[src/rtl/uart16550_rx.sv]
// 16550-style UART receiver: oversamples sin_i on 16x baud ticks and delivers one
// character per push_o pulse with parity, framing and break status.
module uart16550_rx (
  input  logic       rst_ni,
  input  logic       clk_i,
  input  logic       baudout_i,
  input  logic       sin_i,
  input  logic [1:0] wls_i,
  input  logic       pen_i,
  input  logic       eps_i,
  input  logic       stick_i,
  output logic       push_o,
  output logic [7:0] d_o,
  output logic       pe_o,
  output logic       fe_o,
  output logic       bi_o,
  output logic       busy_o
);

  typedef enum logic [2:0] {
    ST_IDLE   = 3'd0,
    ST_START  = 3'd1,
    ST_DATA   = 3'd2,
    ST_PARITY = 3'd3,
    ST_STOP   = 3'd4,
    ST_BREAK  = 3'd5
  } state_t;

  state_t     state_r, state_nxt;
  logic       sync_r, sin_s;
  logic [3:0] cnt_r, cnt_nxt;
  logic [2:0] bitcnt_r, bitcnt_nxt;
  logic [7:0] data_r, data_nxt;
  logic       par_r, par_nxt;
  logic [2:0] bit_idx_s;
  logic       stop_tick_s, par_xor_s, pe_raw_s, pe_s, fe_s, bi_s, busy_nxt;
  logic       push_r, pe_r, fe_r, bi_r, busy_r;
  logic [7:0] d_r;

  // Two-flop synchronizer for the asynchronous serial line; idles high.
  always_ff @(posedge clk_i or negedge rst_ni) begin
    if (!rst_ni) begin
      sync_r <= 1'b1;
      sin_s  <= 1'b1;
    end else begin
      sync_r <= sin_i;
      sin_s  <= sync_r;
    end
  end

  // State and counter registers; next values only differ from current on baud ticks.
  always_ff @(posedge clk_i or negedge rst_ni) begin
    if (!rst_ni) begin
      state_r  <= ST_IDLE;
      cnt_r    <= 4'd0;
      bitcnt_r <= 3'd0;
      data_r   <= 8'h00;
      par_r    <= 1'b0;
    end else begin
      state_r  <= state_nxt;
      cnt_r    <= cnt_nxt;
      bitcnt_r <= bitcnt_nxt;
      data_r   <= data_nxt;
      par_r    <= par_nxt;
    end
  end

  // Next-state logic; every bit is sampled when the sample counter reaches zero.
  always_comb begin
    state_nxt   = state_r;
    cnt_nxt     = cnt_r;
    bitcnt_nxt  = bitcnt_r;
    data_nxt    = data_r;
    par_nxt     = par_r;
    stop_tick_s = 1'b0;
    bit_idx_s   = (3'd4 + {1'b0, wls_i}) - bitcnt_r;
    if (baudout_i) begin
      case (state_r)
        ST_IDLE: begin
          if (!sin_s) begin
            state_nxt = ST_START;
            cnt_nxt   = 4'd7;
            data_nxt  = 8'h00;
            par_nxt   = 1'b0;
          end else begin
            state_nxt = ST_IDLE;
          end
        end
        ST_START: begin
          if (cnt_r == 4'd0) begin
            if (sin_s) begin
              state_nxt = ST_IDLE;
            end else begin
              state_nxt  = ST_DATA;
              cnt_nxt    = 4'd15;
              bitcnt_nxt = 3'd4 + {1'b0, wls_i};
            end
          end else begin
            cnt_nxt = cnt_r - 4'd1;
          end
        end
        ST_DATA: begin
          if (cnt_r == 4'd0) begin
            data_nxt[bit_idx_s] = sin_s;
            cnt_nxt             = 4'd15;
            if (bitcnt_r == 3'd0) begin
              state_nxt = pen_i ? ST_PARITY : ST_STOP;
            end else begin
              bitcnt_nxt = bitcnt_r - 3'd1;
            end
          end else begin
            cnt_nxt = cnt_r - 4'd1;
          end
        end
        ST_PARITY: begin
          if (cnt_r == 4'd0) begin
            par_nxt   = sin_s;
            state_nxt = ST_STOP;
            cnt_nxt   = 4'd15;
          end else begin
            cnt_nxt = cnt_r - 4'd1;
          end
        end
        ST_STOP: begin
          if (cnt_r == 4'd0) begin
            stop_tick_s = 1'b1;
            state_nxt   = sin_s ? ST_IDLE : ST_BREAK;
          end else begin
            cnt_nxt = cnt_r - 4'd1;
          end
        end
        ST_BREAK: begin
          if (sin_s) begin
            state_nxt = ST_IDLE;
          end else begin
            state_nxt = ST_BREAK;
          end
        end
        default: begin
          state_nxt = ST_IDLE;
        end
      endcase
    end else begin
      stop_tick_s = 1'b0;
    end
  end

  // Status decode evaluated at the stop-bit sample tick.
  always_comb begin
    par_xor_s = (^data_r) ^ par_r;
    case ({stick_i, eps_i})
      2'b00:   pe_raw_s = ~par_xor_s;
      2'b01:   pe_raw_s = par_xor_s;
      2'b10:   pe_raw_s = ~par_r;
      2'b11:   pe_raw_s = par_r;
      default: pe_raw_s = 1'b0;
    endcase
    pe_s     = pen_i & pe_raw_s;
    fe_s     = ~sin_s;
    bi_s     = (data_r == 8'h00) & (~pen_i | ~par_r) & ~sin_s;
    busy_nxt = (state_nxt != ST_IDLE);
  end

  // Registered outputs; character status holds until the next push.
  always_ff @(posedge clk_i or negedge rst_ni) begin
    if (!rst_ni) begin
      push_r <= 1'b0;
      d_r    <= 8'h00;
      pe_r   <= 1'b0;
      fe_r   <= 1'b0;
      bi_r   <= 1'b0;
      busy_r <= 1'b0;
    end else begin
      push_r <= stop_tick_s;
      busy_r <= busy_nxt;
      if (stop_tick_s) begin
        d_r  <= data_r;
        pe_r <= pe_s;
        fe_r <= fe_s;
        bi_r <= bi_s;
      end
    end
  end

  assign push_o = push_r;
  assign d_o    = d_r;
  assign pe_o   = pe_r;
  assign fe_o   = fe_r;
  assign bi_o   = bi_r;
  assign busy_o = busy_r;

endmodule

[config.mk]
export PLATFORM = sky130hd
export DESIGN_NAME = uart16550_rx
export DESIGN_NICKNAME = d
export VERILOG_FILES = /design/src/rtl/uart16550_rx.sv
export SDC_FILE = /design/constraint.sdc
export NUM_CORES = 1
export LEC_CHECK = 0
export CAP_MARGIN = 20
export CORE_AREA = 2 2 79 81
export DETAILED_ROUTE_END_ITERATION = 12
export DIE_AREA = 0 0 81 83
export SLEW_MARGIN = 20
export SYNTH_ARGS = -nofsm -noshare
export SYNTH_HDL_FRONTEND = slang
export SYNTH_SLANG_ARGS = --single-unit
[constraint.sdc]
create_clock -name clk_i -period 2.5 [get_ports clk_i]
set_input_delay 0.75 -clock clk_i [delete_from_list [all_inputs] [get_ports clk_i]]
set_output_delay 0.75 -clock clk_i [all_outputs]
set_load 0.02 [all_outputs]
## Word level (Yosys, flattened, before mapping)

Cells that the tools add are included.

- Bits in registers: 34
- Input bits: 9
- Output and inout bits: 13
- Logic and storage cells: 96

- $add $sub $neg: 4
- Order comparisons: 2
- Equality and inequality tests: 16
- Mux-type cells: 35
- Bitwise operators: 9
- Reductions and logical operators: 17

Operators by type and width:

| operator | count |
|---|---|
| 3-bit 2-to-1 mux | 12 |
| 4-bit 2-to-1 mux | 5 |
| 3-bit case mux with 6 select lines | 1 |
| 8-bit 2-to-1 mux | 2 |
| 4-bit case mux with 4 select lines | 1 |
| 8-bit case mux with 2 select lines | 1 |
| 2-bit inequality test, second input constant | 7 |
| 8-bit bitwise mux | 1 |
| 8-bit logical NOT | 1 |
| 4-bit AND reduction | 2 |
| 8-bit XOR reduction | 1 |
| 1-bit 2-to-1 mux | 7 |
| 3-bit by 2-bit equality test with 1-bit output, second input constant | 2 |
| 3-bit equality test, second input constant | 2 |
| 3-bit logical NOT | 2 |
| 3-bit case mux with 2 select lines | 1 |
| 6-bit AND reduction | 1 |
| 2-bit nonzero test | 3 |
| 5-bit AND reduction | 1 |
| 2-bit equality test, second input constant | 2 |
| 4-bit logical NOT | 1 |
| 3-bit by 4-bit < comparator with 1-bit output, second input constant | 1 |
| 1-bit NOT | 4 |
| 1-bit case mux with 4 select lines | 1 |
| 19 further kinds | 21 |

## Logic depth before layout (Yosys ltp)

Gate-level depths: netlist of run 1.

- Word-level depth: 9
- Mapped depth: 8
- Mapped depth without buffers: 8

## Worst setup path before layout of run 1

No wires, ideal clock.

- Kind: input to register
- From: input wls_i[0]
- To: register data_r[2]
- Setup time: 141 ps
- Arrival time: 2137 ps
- Data required time: 2359 ps
- Setup slack: 223 ps
- Cell stages on the path: 8
- Path buffers: 0
- Path through: inv_1 ha_1 inv_1 fa_1 xnor2_1 a31oi_1 o21ai_0 o31ai_1

- Word-level cells in the longest chain between the ends: 9
- Elaborated cells between the ends (all ways): 10
- Those cells by class: 2 x add/sub; 2 x order compare; 5 x mux; 1 x reduce/logical

RTL lines:

| element | line | text |
|---|---|---|
| start: declaration | 8 | `input logic [1:0] wls_i,` |
| 3-bit by 2-bit adder with 3-bit output * | 76 | `bit_idx_s = (3'd4 + {1'b0, wls_i}) - bitcnt_r;` |
| 3-bit subtractor * | 76 |  |
| 3-bit by 4-bit < comparator with 1-bit output (implied by the code) or 3-bit by 1-bit greater-or-equal comparator with 1-bit output (tied branches) | 104 | `data_nxt[bit_idx_s] = sin_s;` |
| 1-bit logical AND (implied by the code) | 104 |  |
| 1-bit 2-to-1 mux (implied by the code) | 104 |  |
| 1-bit demux with 3-bit select * | 104 |  |
| 8-bit bitwise mux * | 104 |  |
| 8-bit 2-to-1 mux * | 103 | `if (cnt_r == 4'd0) begin` |
| 8-bit case mux with 2 select lines * | 78 | `case (state_r)` |
| end signal: assignment | 63 | `data_r <= data_nxt;` |
| end: declaration | 33 | `logic [7:0] data_r, data_nxt;` |

Mark *: on every way between the ends. The rest lies on a longest branch, timed or not. The select of a mux whose other input is x is not followed.
A chain may end at the register's enable or synchronous reset.

## Worst setup path in the final report of run 1

- From: input wls_i[0]
- To: register data_r[7]

The elaborated chain is that of the path after synthesis.

==> results.sh, run 1 <==
export IMPL_status="completed"
export IMPL_drt_wl_total_mm=4.23
export IMPL_grt_max_degree=35
export IMPL_start_kind="input port"
export IMPL_cp_cell_sequence="clkdlybuf4s50_1, inv_1, ha_1, inv_1, fa_2, nor2b_4, a21oi_1, o21ai_0, o21ai_0"
export IMPL_grt_pass1_vias=1542
export IMPL_drt_iter0_markers=121
export IMPL_fmax_ghz=0.425
export IMPL_setup_violations=0
export IMPL_cts_made_buffers=5
export IMPL_core_area_mm2=0.00582
export IMPL_combinationalPowerShare=0.297
export IMPL_slowest_stage="fa_2"
export IMPL_place_ws_ps=-245
export IMPL_dp_cells=313
export IMPL_pwr_share_seq=0.376
export IMPL_die_area_mm2=0.00672
export IMPL_rows=28
export IMPL_p_per_area_mw_per_mm2=775
export IMPL_yosys_top_cells_area="dfrtp_1 (40%), o21ai_0 (8.3%), ha_1 (5.0%)"
export IMPL_cts_path_max_buffers=2
export IMPL_layoutNonFillerInstCount=321
export IMPL_internal_power_mw=1.33
export IMPL_ctsHtreeMaxLevel=2
export IMPL_crit_family="adder cells"
export IMPL_switching_share=0.312
export IMPL_synth_seq_cells=34
export IMPL_hold_class="flip-flop to flip-flop"
export IMPL_place_area_mm2=0.00233
export IMPL_critPathMaxFanout=4
export IMPL_num_vias=1619
export IMPL_start_util=0.342
export IMPL_async_flop_share=1.00
export IMPL_register_area_um2=853
export IMPL_portBuffers=21
export IMPL_dieHeight_um=83
export IMPL_syn_num_nets=234
export IMPL_slew_violations=0
export IMPL_syn_area_per_cell_um2=9.20
export IMPL_dp_hpwl_mm=3.11
export IMPL_die_x_um=81
export IMPL_slowest_delay_ps=570
export IMPL_gr_total_overflow=0
export IMPL_synth_top_area_frac=0.403
export IMPL_viasPerCell=5.04
export IMPL_synth_common_cells="o21ai_0 (33), dfrtp_1 (32), nand2_1 (22), inv_1 (21), a21oi_1 (12)"
export IMPL_cts_root_buf="clkbuf_8"
export IMPL_synth_edf_count=0
export IMPL_n_fill_cell=596
export IMPL_syn_to_final_growth_pct=25.2
export IMPL_yosysSeqAreaShare=0.429
export IMPL_stdcell_area_mm2=0.00249
export IMPL_post_route_min_period_ps=2360
export IMPL_drive_gt1_frac=0.142
export IMPL_grt_pass1_wl_mm=7.42
export IMPL_tritoncts="done"
export IMPL_critical_path_buf_inv_count=3
export IMPL_fin_util=0.428
export IMPL_path_clk_slew_ps=70
export IMPL_rsz0062_at_grt="yes"
export IMPL_p_leak_nw=1.06
export IMPL_cts_hold_fix_buffers=0
export IMPL_hold_viol=0
export IMPL_gp_congestion=0.797
export IMPL_setup_ws_ps=145
export IMPL_arrival_ps=2520
export IMPL_fin_crit_sh=0.942
export IMPL_synth_ff_type="dfrtp_1"
export IMPL_synth_area_mm2=0.00199
export IMPL_synth_cells=216
export IMPL_yosysWarnings=0
export IMPL_max_cap_violations=0
export IMPL_switching_power_mw=0.601
export IMPL_worst_slew_pin_transition_ps=650
export IMPL_grt_usage=0.139
export IMPL_critPathCaptureType="flip-flop"
export IMPL_antenna_cells=0
export IMPL_cts_sinks=34
export IMPL_finalNetCount=263
export IMPL_slew_headroom=0.556
export IMPL_synth_top_area_cell="dfrtp_1"
export IMPL_wl_per_cell_um=13.2
export IMPL_crit_type="input port to flip-flop"
export IMPL_ant_nets=0
export IMPL_clk_latency_ps=280
export IMPL_synthMostInstantiatedCell="o21ai_0"
export IMPL_vdd_drop_max_v=0.000263
export IMPL_pwr_share_clk=0.327
export IMPL_drc=0
export IMPL_multi_input_area_mm2=0.00102
export IMPL_drtPass1Iterations=4
export IMPL_skew_ps=3.72
export IMPL_required_ps=2670
export IMPL_grt_antenna_before_repair=0
export IMPL_yosys_cell_types_count=51
export IMPL_io_pins=22
[power by group through the flow]
stage	registers (mW)	clock network, mW	logic, mW
floorplan	0.691	0	0.395
CTS	0.725	0.652	0.555
global route	0.742	0.670	0.639
global placement	0.735	0	0.547
finish	0.726	0.631	0.573
detailed placement	0.736	0	0.552
[cells in the final DEF, fill, tap and decap left out, drive strengths merged, types with 5 or more instances in the layout]
| cell type | Yosys | layout |
|---|---|---|
| a21oi | 12 | 12 |
| a31oi | 5 | 5 |
| buf | 6 | 12 |
| clkbuf | 5 | 6 |
| clkdlybuf4s50 | 0 | 21 |
| dfrtp | 32 | 32 |
| ha | 8 | 8 |
| inv | 21 | 21 |
| nand2 | 22 | 22 |
| nand2b | 5 | 5 |
| nor2 | 5 | 5 |
| o21ai | 34 | 34 |
[routing by layer]
metal  GRT usage  routed length, µm
met5           0                  0
met3      0.0359                173
met1       0.195               2110
met4      0.0462                 51
met2       0.207               1890
[repair_timing]
item / 4_1_cts / 5_1_grt
endpoints found under the setup margin: 0 / 6
buffers inserted: 0 / 0
endpoints found under the hold margin: 0 / 0
resized for setup: 0 / 7
[through the flow]
step           hold WS, ps  power, mW  TNS (ps)
6_report               363       1.93         0
5_1_grt                372       2.05     -14.4
4_1_cts                367       1.93         0
3_5_place_dp           350       1.29     -1430
3_3_place_gp           349       1.28     -1190
2_1_floorplan          345       1.09         0
[cells by family after synthesis]
logic type	after synthesis	synth area share
and+or+nand+nor	57	0.161
muxes	5	0.0277
xor gates and xnor gates	6	0.0264
buffers and inverters	32	0.0655
AOI/OAI and AO/OA	73	0.230
DFF	34	0.429
adders and majority gates	9	0.0604
[state kept, by name, summed over array words and instances (netlist names), 3 cells and up]
register	count
cnt_r	4
state_r	3
bitcnt_r	3
d_o	8
data_r	8
[path summary, 6_finish.rpt]
kind / start / endpoint / slack [ps] / depth (start not counted)
min in group asynchronous: rst_ni / busy_o / 870 / 2
max in group asynchronous: rst_ni / sync_r / 1300 / 2
min: sync_r / sin_s / 360 / 0
max reg2reg: cnt_r[0] / cnt_r[1] / 340 / 6
max: wls_i[0] / data_r[7] / 140 / 9
min reg2reg: sync_r / sin_s / 360 / 0
[layout make-up]
cell class	count	share of cell area
Clock inverter	2	0.0241
Sequential cell	34	0.343
Timing Repair Buffer	33	0.121
Inverter	21	0.0317
Clock buffer	6	0.0332
Tap cell	75	0.0377
Multi-Input combinational cell	150	0.410
No activity file was read; power rests on OpenSTA's default activity.
==> run 2: changes to the inputs <==
- CAP_MARGIN: 20 -> not set
- RECOVER_POWER: not set -> 100
- clock period: 2.5 -> 2 ns (I/O delays scaled with it)
==> run 2 against run 1 <==
Against the previous run:
- final area grew 6.6%
- via count rose by 7.2%
- global-route usage up 1.3 points
- first-iteration DRC count grew 34%
- clock power is 4.1% higher
- critical path depth down 3
- core utilization up 2.8 points
- clock skew up 3.4 ps
- combinational power grew 53%
- power up 26%
- critical path type unchanged
- largest cell class unchanged
==> results.sh, run 2 (synthesis results as in run 1) <==
export IMPL_status="completed"
export IMPL_hold_class="flip-flop to flip-flop"
export IMPL_die_x_um=81
export IMPL_drtPass1Iterations=4
export IMPL_cts_path_max_buffers=2
export IMPL_finalNetCount=287
export IMPL_regToRegEndpoint="bitcnt_r[2]"
export IMPL_hold_viol=0
export IMPL_portBuffers=21
export IMPL_vdd_drop_max_v=0.000376
export IMPL_grt_pass1_wl_mm=8.07
export IMPL_tritoncts="done"
export IMPL_fin_crit_sh=0.972
export IMPL_r2r_cells=6
export IMPL_max_cap_violations=0
export IMPL_grt_antenna_before_repair=0
export IMPL_crit_type="input port to flip-flop"
export IMPL_critPathCaptureType="flip-flop"
export IMPL_place_area_mm2=0.00246
export IMPL_cts_root_buf="clkbuf_8"
export IMPL_slew_headroom=0.423
export IMPL_viasPerCell=5.03
export IMPL_die_area_mm2=0.00672
export IMPL_path_clk_slew_ps=70
export IMPL_stdcell_area_mm2=0.00265
export IMPL_regToRegSetupSlack_ps=110
export IMPL_drt_wl_total_mm=4.65
export IMPL_antenna_cells=0
export IMPL_num_vias=1735
export IMPL_io_pins=22
export IMPL_drc=0
export IMPL_min_path_cells=0
export IMPL_start_util=0.342
export IMPL_ctsHtreeMaxLevel=2
export IMPL_start_kind="input port"
export IMPL_required_ps=2180
export IMPL_post_route_min_period_ps=1940
export IMPL_rows=28
export IMPL_cts_hold_fix_buffers=0
export IMPL_gp_congestion=0.853
export IMPL_cts_sinks=34
export IMPL_grt_pass1_vias=1702
export IMPL_cts_made_buffers=5
export IMPL_grt_max_degree=35
export IMPL_critPathMaxFanout=6
export IMPL_core_area_mm2=0.00582
export IMPL_drive_gt1_frac=0.230
export IMPL_clk_latency_ps=290
export IMPL_syn_to_final_growth_pct=33.5
export IMPL_most_common_layout_cells="dfrtp_1 (32), buf_4 (31), o21ai_0 (26), nand2_1 (22), inv_1 (19)"
export IMPL_holdPathEnd="sin_s"
export IMPL_layoutNonFillerInstCount=345
export IMPL_dp_cells=328
export IMPL_gr_total_overflow=0
export IMPL_grt_usage=0.152
export IMPL_ant_nets=0
export IMPL_slew_violations=0
export IMPL_drt_iter0_markers=162
export IMPL_r2r_start="cnt_r[0]"
export IMPL_setup_violations=0
export IMPL_dieHeight_um=83
export IMPL_worst_slew_pin_transition_ps=866
export IMPL_fmax_ghz=0.515
export IMPL_layout_commonest_cell="dfrtp_1"
export IMPL_p_per_area_mw_per_mm2=916
export IMPL_wl_per_cell_um=13.5
export IMPL_hp_start="sync_r"
export IMPL_skew_ps=7.17
export IMPL_n_fill_cell=569
export IMPL_rsz0062_at_grt="no"
export IMPL_p_leak_nw=1.17
export IMPL_arrival_ps=2120
export IMPL_dp_hpwl_mm=3.28
run 2: timing repair:
action / CTS / global route
setup endpoints to repair: 8 / 10
buffers inserted: 8 / 1
resized for setup: 15 / 7
pin swaps: 4 / 3
run 2: metal layers:
metal	track usage	vias to the layer above	routed length, µm
met1	0.219	799	2250
met3	0.0380	10	273
met2	0.218	56	2020
met5	0	-	0
met4	0.0586	0	112
li1	-	870	-
run 2: how the worst max path moves through the flow:
stage                         start   endpoint  slack [ps]  cells past startpoint
after CTS                  wls_i[0]  data_r[7]          50                      9
final                      wls_i[1]  data_r[7]          60                      6
after floorplan            wls_i[0]  data_r[3]          10                      8
after global routing      baudout_i     busy_o         0.5                      7
after global placement     wls_i[0]  data_r[5]        -530                      9
after detailed placement   wls_i[0]  data_r[4]        -550                      9
run 2: worst max-delay path, stage by stage:
cell and delay [ps]:
dlygate4sd2_1 270, fa_1 710, nor2b_2 270, a21oi_2 80, o21ai_1 120, o21ai_1 70
run 2: cell type report:
type | instances | area (µm²) | share of cell area
multi-input combinational | 150 | 1050 | 0.397
timing repair buffer | 57 | 460 | 0.174
inverter | 21 | 78.8 | 0.0297
clock inverter | 3 | 45.0 | 0.0170
sequential | 34 | 853 | 0.322
clock buffer | 5 | 68.8 | 0.0259
tap | 75 | 93.8 | 0.0354
run 2: report_power, final:
group | total [mW] | internal [mW] | switching [mW]
sequential | 0.899 | 0.771 | 0.128
combinational | 0.874 | 0.444 | 0.430
clock | 0.657 | 0.371 | 0.286
run 2: stage by stage:
stage               power, mW  setup TNS [ps]   util  hold slack, ps  worst slack (ps)
finish                   2.43               0  0.456             362              56.5
global route             2.60               0  0.456             368             0.541
CTS                      2.41               0  0.457             363              53.2
detailed placement       1.70           -4640  0.424             352              -550
global placement         1.69           -4450  0.424             350              -527
floorplan                1.39               0      -             304              13.8
==> run 3: changes to the inputs <==
- CORE_AREA: 2 2 79 81 -> 2 2 67 69
- DIE_AREA: 0 0 81 83 -> 0 0 69 71
- PLACE_DENSITY: not set -> 0.72
==> run 3 against run 2 <==
Against the previous run:
- die area is 27% lower
- routed wire length fell by 8.1%
- clock power fell by 21%
- global-route usage up 4.5 points
- final area down 2.8%
- first-iteration DRC count is 21% lower
==> results.sh, run 3 (synthesis results as in run 1) <==
export IMPL_grt_max_degree=35
export IMPL_gr_total_overflow=0
export IMPL_r2r_start="cnt_r[1]"
export IMPL_rows=24
export IMPL_io_pins=22
export IMPL_hold_viol=0
export IMPL_grt_usage=0.197
export IMPL_drive_gt1_frac=0.221
export IMPL_holdPathEnd="sin_s"
export IMPL_fmax_ghz=0.521
export IMPL_die_x_um=69
export IMPL_slew_violations=0
export IMPL_drc=0
export IMPL_critPathMaxFanout=3
export IMPL_status="completed"
export IMPL_regToRegEndpoint="pe_o"
export IMPL_p_per_area_mw_per_mm2=910
export IMPL_drt_iter0_markers=128
export IMPL_most_common_layout_cells="dfrtp_1 (32), o21ai_0 (29), buf_4 (23), nand2_1 (22), inv_1 (19)"
export IMPL_path_clk_slew_ps=70
export IMPL_r2r_cells=8
export IMPL_fin_crit_sh=0.961
export IMPL_start_kind="input port"
export IMPL_post_route_min_period_ps=1920
export IMPL_slew_headroom=0.448
export IMPL_n_fill_cell=388
export IMPL_gp_congestion=0.915
export IMPL_cts_hold_fix_buffers=0
export IMPL_die_area_mm2=0.00490
export IMPL_cts_path_max_buffers=2
export IMPL_ctsHtreeMaxLevel=2
export IMPL_cts_made_buffers=5
export IMPL_start_util=0.473
export IMPL_wl_per_cell_um=13.6
export IMPL_tritoncts="done"
export IMPL_grt_pass1_wl_mm=7.78
export IMPL_viasPerCell=5.44
export IMPL_regToRegSetupSlack_ps=150
export IMPL_grt_antenna_before_repair=0
export IMPL_min_path_cells=0
export IMPL_clk_latency_ps=280
export IMPL_dp_hpwl_mm=3.21
export IMPL_skew_ps=9.05
export IMPL_setup_violations=0
export IMPL_layout_commonest_cell="dfrtp_1"
export IMPL_worst_slew_pin_transition_ps=829
export IMPL_hp_start="sync_r"
export IMPL_final_setup_tns_ps=0
export IMPL_grt_pass1_vias=1683
export IMPL_cts_sinks=34
export IMPL_ant_nets=0
export IMPL_power_total_mw=2.35
export IMPL_critPathCaptureType="flip-flop"
export IMPL_vdd_drop_max_v=0.000637
export IMPL_drt_wl_total_mm=4.27
export IMPL_finalNetCount=280
export IMPL_drtPass1Iterations=4
export IMPL_crit_type="input port to flip-flop"
export IMPL_p_leak_nw=1.18
export IMPL_portBuffers=21
export IMPL_num_vias=1714
export IMPL_arrival_ps=2090
export IMPL_required_ps=2170
export IMPL_dieHeight_um=71
export IMPL_cts_root_buf="clkbuf_8"
export IMPL_antenna_cells=0
export IMPL_core_area_mm2=0.00420
export IMPL_syn_to_final_growth_pct=29.8
export IMPL_hold_class="flip-flop to flip-flop"
export IMPL_max_cap_violations=0
export IMPL_rsz0062_at_grt="no"
run 3: power by group:
part           internal (mW)  switching (mW)
sequential             0.772           0.135
combinational          0.493           0.431
clock                  0.277           0.240
run 3: worst max-delay path, stage by stage:
cell and delay, ps:
clkdlybuf4s50_1 440, nor3b_1 170, clkbuf_1 150, o21a_1 190
a221o_1 290, a211o_1 240
run 3: how the worst max path moves through the flow:
stage | startpoint | slack (ps) | depth (start not counted) | end
floorplan | wls_i[0] | 10 | 8 | data_r[3]
global placement | wls_i[0] | -510 | 9 | data_r[0]
detailed placement | wls_i[0] | -610 | 9 | data_r[4]
CTS | wls_i[0] | 0.1 | 10 | data_r[5]
global route | baudout_i | 20 | 6 | busy_o
finish | baudout_i | 80 | 6 | busy_o
run 3: layout make-up:
type                       count  area (µm²)  area share
multi-input combinational    150        1070       0.416
sequential                    34         853       0.331
timing repair buffer          50         418       0.162
clock buffer                   7        86.3      0.0335
inverter                      21        78.8      0.0306
tap                           52        65.1      0.0252
clock inverter                 1        5.00     0.00194
run 3: what timing repair did:
action / in CTS / in global routing
pin swaps: 5 / 6
gates resized for setup: 20 / 6
setup endpoints to repair: 8 / 15
setup buffers: 1 / 3
run 3: through the flow:
step,cell area (µm²),worst slack (ps),hold slack [ps],std cells,util
2_1_floorplan,2010,13.8,304,216,-
3_3_place_gp,2430,-511,349,303,0.579
3_5_place_dp,2430,-606,350,303,0.579
4_1_cts,2580,0.125,360,312,0.615
5_1_grt,2580,22.8,367,315,0.614
6_report,2580,78.8,360,315,0.614
run 3: metal layers:
| metal | vias to the layer above | wire length, µm | GRT usage |
|---|---|---|---|
| met4 | 0 | 102 | 0.0915 |
| met3 | 12 | 224 | 0.0484 |
| met5 | - | 0 | 0 |
| met2 | 57 | 1970 | 0.304 |
| met1 | 786 | 1980 | 0.264 |
| li1 | 859 | - | - |
